### src/rtl/dmem_access_ctrl.sv
// dmem_access_ctrl: data-memory access controller sitting behind the memory
// stage. Issues one valid/ready bus transaction per request, returns load
// words with a data_valid pulse and stalls the pipeline while busy.
// Optional feature macro: DMEM_TIMEOUT_EN (abort REQ/WAIT after TIMEOUT cycles).
module dmem_access_ctrl #(
    parameter int ADDR_W  = 32,
    parameter int DATA_W  = 32,
    parameter int TIMEOUT = 255
) (
    input  logic                clk,
    input  logic                rst,
    input  logic                request,
    input  logic                we_re,
    input  logic [DATA_W/8-1:0] mask,
    input  logic [ADDR_W-1:0]   addr,
    input  logic [DATA_W-1:0]   store_data,
    output logic                stall,
    output logic                data_valid,
    output logic [DATA_W-1:0]   load_data,
    output logic                err,
    output logic                m_req_valid,
    input  logic                m_req_ready,
    output logic                m_we,
    output logic [ADDR_W-1:0]   m_addr,
    output logic [DATA_W/8-1:0] m_wmask,
    output logic [DATA_W-1:0]   m_wdata,
    input  logic                m_rsp_valid,
    input  logic [DATA_W-1:0]   m_rsp_data
);

    typedef enum logic [1:0] {S_IDLE, S_REQ, S_WAIT, S_DONE} state_t;

    state_t                r_state;
    state_t                w_next;
    logic                  r_we;
    logic [ADDR_W-1:0]     r_addr;
    logic [DATA_W/8-1:0]   r_wmask;
    logic [DATA_W-1:0]     r_wdata;
    logic [DATA_W-1:0]     r_load_data;
    logic                  w_timeout;
    logic                  w_abort;

`ifdef DMEM_TIMEOUT_EN
    localparam int CNT_W = $clog2(TIMEOUT + 1);

    logic [CNT_W-1:0]      r_cnt;
    logic                  r_err;

    // Last allowed REQ/WAIT cycle reached: counter starts at 0 on entry,
    // so TIMEOUT cycles have elapsed when it reads TIMEOUT-1.
    assign w_timeout = (r_cnt >= CNT_W'(TIMEOUT - 1));

    // Cycle counter for the outstanding access; cleared when a new access starts.
    always_ff @(posedge clk or negedge rst) begin
        if (!rst) begin
            r_cnt <= '0;
        end else if (r_state == S_IDLE && request) begin
            r_cnt <= '0;
        end else if (r_state == S_REQ || r_state == S_WAIT) begin
            r_cnt <= r_cnt + 1'b1;
        end
    end

    // err is high exactly for the DONE cycle that follows an abort.
    always_ff @(posedge clk or negedge rst) begin
        if (!rst) begin
            r_err <= 1'b0;
        end else begin
            r_err <= w_abort;
        end
    end

    assign err = r_err;
`else
    assign w_timeout = 1'b0;
    assign err       = 1'b0;
`endif

    // Abort happens only when the access did not complete in this cycle.
    assign w_abort = w_timeout &&
                     ((r_state == S_REQ  && !m_req_ready) ||
                      (r_state == S_WAIT && !m_rsp_valid));

    // State register.
    always_ff @(posedge clk or negedge rst) begin
        if (!rst) begin
            r_state <= S_IDLE;
        end else begin
            r_state <= w_next;
        end
    end

    // Next-state logic; a store completes at the request handshake (posted write).
    always_comb begin
        w_next = r_state;
        case (r_state)
            S_IDLE: if (request) w_next = S_REQ;
            S_REQ: begin
                if (m_req_ready)    w_next = r_we ? S_DONE : S_WAIT;
                else if (w_timeout) w_next = S_DONE;
            end
            S_WAIT: begin
                if (m_rsp_valid || w_timeout) w_next = S_DONE;
            end
            S_DONE:  w_next = S_IDLE;
            default: w_next = S_IDLE;
        endcase
    end

    // Capture the access when it is accepted in IDLE; loads never carry strobes.
    always_ff @(posedge clk or negedge rst) begin
        if (!rst) begin
            r_we    <= 1'b0;
            r_addr  <= '0;
            r_wmask <= '0;
            r_wdata <= '0;
        end else if (r_state == S_IDLE && request) begin
            r_we    <= we_re;
            r_addr  <= {addr[ADDR_W-1:2], 2'b00};
            r_wmask <= we_re ? mask : '0;
            r_wdata <= store_data;
        end
    end

    // Load word register: updated only by a response in WAIT or a load abort.
    always_ff @(posedge clk or negedge rst) begin
        if (!rst) begin
            r_load_data <= '0;
        end else if (r_state == S_WAIT && m_rsp_valid) begin
            r_load_data <= m_rsp_data;
        end else if (w_abort && !r_we) begin
            r_load_data <= '0;
        end
    end

    assign m_req_valid = (r_state == S_REQ);
    assign m_we        = r_we;
    assign m_addr      = r_addr;
    assign m_wmask     = r_wmask;
    assign m_wdata     = r_wdata;
    assign load_data   = r_load_data;
    assign data_valid  = (r_state == S_DONE) && !r_we;
    assign stall       = (r_state == S_IDLE && request) ||
                         (r_state == S_REQ) || (r_state == S_WAIT);

endmodule

### config.mk
export PLATFORM = sky130hd
export DESIGN_NAME = dmem_access_ctrl
export DESIGN_NICKNAME = d
export VERILOG_FILES = /design/src/rtl/dmem_access_ctrl.sv
export SDC_FILE = /design/constraint.sdc
export NUM_CORES = 1
export LEC_CHECK = 0
export ABC_CLOCK_PERIOD_IN_PS = 2600
export CAP_MARGIN = 20
export CORE_MARGIN = 5
export CORE_UTILIZATION = 42
export DETAILED_ROUTE_END_ITERATION = 10
export PLACE_DENSITY = 0.83
export SETUP_SLACK_MARGIN = 0.02
export SKIP_LAST_GASP = 1
export SYNTH_ARGS = -nofsm -noshare
export SYNTH_HDL_FRONTEND = slang
export SYNTH_SLANG_ARGS = --single-unit
### constraint.sdc
create_clock -name clk -period 2.6 [get_ports clk]
set_input_delay 0.78 -clock clk [delete_from_list [all_inputs] [get_ports clk]]
set_output_delay 0.78 -clock clk [all_outputs]
set_load 0.02 [all_outputs]
==> flow_summary_export.csv, run 1 <==
group,metric,value,unit
synth,yosysSeqAreaShare,64.0,%
final_layout,seqCellArea,2530,um^2
worst_hold_path,hp-class,"in2async",
placement,dp_hpwl,7490,um
timing,timing.final.crit_period,2500,ps
synth,yosysWarnings,0,
die,die_x,107,um
timing,finalSetupViolations,0,
timing,max_freq,400,MHz
grt,antenna_found_initial,0,
timing,tightestPinTransition,850,ps
critical_path,crit_path_start_kind,"input pin",
die,die_y,107,um
die,num_rows,35,
pwr,combPwrFrac,53.4,%
critical_path,worstSetupPathType,"in2out",
synth,synth_compound_area_share,0.919,%
drt,via_per_inst,4.76,
clock_tree,htreeDepth,3,
clock_tree,ctsLongestPathBuffers,2,
final_layout,layout-drive-gt1-share,25.4,%
drt,post_drt_wl_per_cell,17.0,um
synth,synth-simple-area-share,2.38,%
die,die-area,11400,um^2
clock_tree,clockRootBuffer,"clkbuf_8",
synth,ys_types,20,
pwr,power_density,1270,nW/um^2
drt,drt_wl_total,9680,um
synth,synth_top_area_share,64.0,%
drt,dr.first_iter.drc_count,52,
timing,maxSlewHeadroom,43.3,%
synth,yosys.area.top_type,"dfrtp_1",
clock_tree,cts-buffers-inserted,9,
critical_path,path_max_fanout,2,
pwr,power_leakage,2.66,nW
clock_tree,insertion_delay,360,ps
timing,timing.hold.ws,392,ps
pwr,ir_drop,644,uV
pwr,clkPwrFrac,11.4,%
drt,drt_pass1_iterations,2,
critical_path,required,1820,ps
grt,track_usage,17.1,%
drt,ant_nets,0,
synth,synth_area_leaders,"dfrtp_1 64%, mux2_2 27%, ha_1 1.9%, buf_6 1.4%, nand2_1 0.95%",
die,start_util,42.9,%
grt,grt_pass1_wl,15200,um
clock_tree,path_clk_slew,90,ps
final_layout,nets,565,
final_layout,utilization,68.0,%
synth,syn_area,3950,um^2
final_layout,diodes,0,
timing,period_share,96.1,%
placement,gp_congestion,0.757,
pwr,internal_power,5.05,mW
run_status,status,"complete, no violations",
critical_path,end_kind,"output port",
run,max-cap-violations,0,
drt,drc,0,
synth,syn_avg_cell_area,16.2,um^2
placement,io_buffers,205,
drt,via_count,2702,
synth,synth_fa_ha_area_share,1.90,%
synth,ys_ff_latch,101,
critical_path,crit_path_max_incr_delay,480,ps
pwr,p_sw_share,36.3,%
critical_path,worst_path_max_delay_cell,"clkdlybuf4s50_1",
timing,slew_violations,0,
die,ios,211,
critical_path,worstPathArrival,1720,ps
placement,place_ws,-181,ps
synth,muxShareOfSynthArea,27.4,%
timing,rsz0062_at_grt,"no",
synth,synthCells,244,
final_layout,multi_input_area,1300,um^2
clock_tree,cts_tree,"built",
pwr,p_switching,2.88,mW
timing,fin_worst_skew,19.3,ps
final_layout,area_delta_synth_final,58.4,%
timing,post-route-worst-setup-slack,100,ps
timing,finalHoldViolCount,0,
synth,synth_top_family_by_area,"multiplexers",
synth,synth_xor_area_share,0,%
pwr,p_seq_share,35.2,%
grt,grt_pass1_vias,2938,
clock_tree,clock_sinks,101,
final_layout,nFillCells,693,
critical_path,cp_cell_sequence,"clkdlybuf4s50_1 > nand2_2 > nand2_1 > dlygate4sd2_1",
grt,grt_max_degree,72,
die,fp.coreArea,9200,um^2
grt,grt_overflow,0,
==> power groups by stage <==
stage / Clock, mW / Sequential [mW] / Combinational, mW
final: 0.905 / 2.79 / 4.24
after global routing: 1.02 / 2.89 / 4.50
after CTS: 0.935 / 2.80 / 4.32
after detailed placement: 0 / 2.83 / 4.31
after global placement: 0 / 2.77 / 4.23
after floorplan: 0 / 3.77 / 1.23
==> worst max-delay path, delay by kind of cell <==
family	cells	cell delay, ps
buffers and inverters	2	820
AND/OR/NAND/NOR	2	110
==> registers in the layout (all words and copies together) (netlist names) <==
register,count
m_addr,30
m_wdata,32
load_data,32
m_we,1
r_state,2
m_wmask,4
==> path summary, 6_finish.rpt <==
kind	end	start	cells past startpoint	slack, ps
min	m_wdata[0]	rst	1	390
max reg2reg	m_wdata[17]	r_state[0]	5	540
max in group asynchronous	m_addr[7]	rst	2	1530
min reg2reg	m_wmask[1]	m_wmask[1]	2	490
max	stall	request	4	100
min in group clk	m_wmask[1]	m_wmask[1]	2	490
==> cell usage in the layout (no fill, tap or decap) <==
cell / n
ha_1: 6
dlymetal6s2s_1: 1
inv_6: 1
buf_4: 3
nor2_1: 2
mux2_1: 1
a2bb2oi_1: 1
clkinv_4: 2
inv_1: 2
buf_12: 2
and2b_1: 1
dlygate4sd2_1: 1
conb_1: 3
nor4_1: 1
clkbuf_8: 10
nand2_1: 10
o21ai_0: 4
mux2_2: 95
clkinvlp_4: 1
dfrtp_1: 101
nor3_2: 1
nand2_2: 1
nor2b_1: 3
clkdlybuf4s50_1: 202
clkbuf_1: 1
a211oi_1: 1
==> routing by layer <==
layer,GRT usage (%),share of wire (%)
met5,0,0
met4,5.11,1.0
met3,7.16,10
met2,29.7,51
met1,19.1,37
==> synth_stat cells <==
cell       number
mux2_2         95
nor2_1          2
nor4_1          1
a2bb2oi_1       1
ha_1            6
a211oi_1        1
mux2_1          1
nor2b_1         3
o21ai_0         4
buf_6           5
buf_4           3
nand2_1        10
nor3_2          1
nand2_2         1
inv_1           2
buf_2           3
clkbuf_8        2
dfrtp_1       101
conb_1          1
and2b_1         1
==> layout make-up <==
class,instances,area share (%)
Sequential cell,101,40.4
Tap cell,111,2.22
Inverter,2,0.120
Clock buffer,11,2.26
Timing Repair Buffer,209,33.7
Multi-Input combinational cell,130,20.8
Clock inverter,4,0.540
==> metrics by stage <==
stage / std cells / TNS [ps] / instance area [um^2] / power (mW)
2_1_floorplan: 246 / 0 / 3950 / 5.01
3_3_place_gp: 553 / -180 / 6080 / 7.00
3_5_place_dp: 553 / -181 / 6080 / 7.14
4_1_cts: 568 / 0 / 6250 / 8.05
5_1_grt: 568 / 0 / 6250 / 8.41
6_report: 568 / 0 / 6250 / 7.94
==> cell families after synthesis <==
group,after synthesis
other,1
multiplexers,96
AND/OR/NAND/NOR,19
AO/OA/AOI/OAI,6
adder cells (fa/ha/maj),6
flip-flops,101
buffers and inverters,15
==> repair_timing <==
action | 4_1_cts | 5_1_grt
setup buffers | 0 | 0
gates resized for setup | 1 | 1
endpoints found under the setup margin | 1 | 1
hold buffers | 0 | 0
Power figures use the tool's default switching activity.
==> run 2, diff against run 1 <==
--- a/config.mk
+++ b/config.mk
@@ -10,6 +10,7 @@
 export CORE_MARGIN = 5
 export CORE_UTILIZATION = 42
 export DETAILED_ROUTE_END_ITERATION = 10
+export GPL_ROUTABILITY_DRIVEN = 1
 export PLACE_DENSITY = 0.83
 export SETUP_SLACK_MARGIN = 0.02
 export SKIP_LAST_GASP = 1
==> results of run 2 <==
No change in the layout: final DEF, timing and power equal those of run 1.
==> run 3, diff against run 2 <==
--- a/config.mk
+++ b/config.mk
@@ -9,6 +9,7 @@
 export CAP_MARGIN = 20
 export CORE_MARGIN = 5
 export CORE_UTILIZATION = 42
+export CTS_BUF_LIST = sky130_fd_sc_hd__clkbuf_16
 export DETAILED_ROUTE_END_ITERATION = 10
 export GPL_ROUTABILITY_DRIVEN = 1
 export PLACE_DENSITY = 0.83
==> flow_summary_export.csv, run 3 (synthesis gave the netlist of run 1 again) <==
group,metric,value,unit
critical_path,path_buf_inv,2,
pwr,power_density,1300,nW/um^2
drt,drc,0,
grt,grt_pass1_wl,15300,um
clock_tree,clock_sinks,101,
die,die_x,107,um
critical_path,worst_path_max_delay_cell,"clkdlybuf4s50_1",
drt,dr.first_iter.drc_count,88,
final_layout,mostFrequentLayoutCell,"clkdlybuf4s50_1",
grt,antenna_found_initial,0,
run,max-cap-violations,0,
clock_tree,insertion_delay,330,ps
placement,placed_area,6080,um^2
final_layout,seqCellArea,2530,um^2
clock_tree,hold_buffers,0,
die,die_y,107,um
run_status,status,"complete, no violations",
grt,grt_pass1_vias,2944,
grt,track_usage,17.2,%
pwr,power_leakage,2.69,nW
critical_path,end_kind,"output port",
drt,via_count,2694,
critical_path,cp_cell_sequence,"clkdlybuf4s50_1 > nand2_2 > nand2_1 > dlygate4sd2_1",
final_layout,nFillCells,684,
die,die-area,11400,um^2
placement,place_ws,-181,ps
pwr,total_power,8.24,mW
worst_hold_path,hp-class,"in2async",
timing,rsz0062_at_grt,"no",
final_layout,area_delta_synth_final,60.7,%
placement,dp_hpwl,7490,um
placement,dpl.cell_count,553,
clock_tree,cts-buffers-inserted,9,
timing,timing.hold.ws,427,ps
clock_tree,post_cts_buffers,0,
timing,setup_tns,0,ps
critical_path,required,1820,ps
placement,gp_congestion,0.757,
drt,via_per_inst,4.74,
clock_tree,ctsLongestPathBuffers,2,
timing,slew_violations,0,
drt,ant_nets,0,
critical_path,crit_path_start_kind,"input pin",
drt,drt_wl_total,9700,um
timing,fin_worst_skew,9.54,ps
final_layout,nets,565,
drt,drt_pass1_iterations,2,
placement,io_buffers,205,
final_layout,fin_area,6340,um^2
final_layout,final_cell_count_no_fill,568,
critical_path,worstPathArrival,1720,ps
timing,tightestPinTransition,849,ps
grt,grt_overflow,0,
final_layout,multi_input_area,1300,um^2
die,start_util,42.9,%
die,num_rows,35,
final_layout,utilization,69.0,%
clock_tree,htreeDepth,3,
timing,maxSlewHeadroom,43.4,%
final_layout,diodes,0,
critical_path,path_max_fanout,2,
grt,grt_max_degree,72,
timing,period_share,96.1,%
die,ios,211,
timing,finalHoldViolCount,0,
die,fp.coreArea,9200,um^2
timing,post-route-worst-setup-slack,100,ps
timing,max_freq,400,MHz
critical_path,critPathTopFamily,"buffers and inverters",
final_layout,most-common-layout-cells,"203 x clkdlybuf4s50_1, 101 x dfrtp_1, 95 x mux2_2",
clock_tree,path_clk_slew,70,ps
critical_path,crit_path_max_incr_delay,480,ps
clock_tree,cts_tree,"built",
pwr,ir_drop,652,uV
clock_tree,clockRootBuffer,"clkbuf_16",
timing,finalSetupViolations,0,
drt,post_drt_wl_per_cell,17.1,um
critical_path,worstSetupPathType,"in2out",
final_layout,layout-drive-gt1-share,25.2,%
clock_tree,postCtsResizedCells,1,
timing,timing.final.crit_period,2500,ps
-- run 3: power breakdown --
group	leakage (nW)	switching (mW)	internal [mW]	total [mW]
Sequential	1.20	0.414	2.38	2.80
Combinational	1.36	1.94	2.30	4.24
Clock	0.131	0.556	0.644	1.20
Total	2.69	2.91	5.33	8.24
-- run 3: area by class of cell --
type | count | area share [%]
flip-flops and latches | 101 | 39.9
repair buffers | 209 | 33.2
multi-input cells | 130 | 20.5
clock buffers | 9 | 3.55
well taps | 111 | 2.19
clock inverters | 6 | 0.651
inverters | 2 | 0.118
-- run 3: path summary, 6_finish.rpt --
check,slack [ps],endpoint,cells past startpoint,startpoint
setup / recovery,100,stall,4,request
hold / removal,430,m_wdata[0],1,rst
setup reg to reg,540,m_addr[27],5,r_state[0]
hold reg to reg,480,m_wmask[1],2,m_wmask[1]
max in group asynchronous,1500,m_addr[7],2,rst
min in group clk,480,m_wmask[1],2,m_wmask[1]
-- run 3: metal layers --
metal	wire length, um	global-route usage (%)
met1	3620	19.3
met2	4940	29.9
met3	1000	7.10
met4	142	5.11
met5	0	0
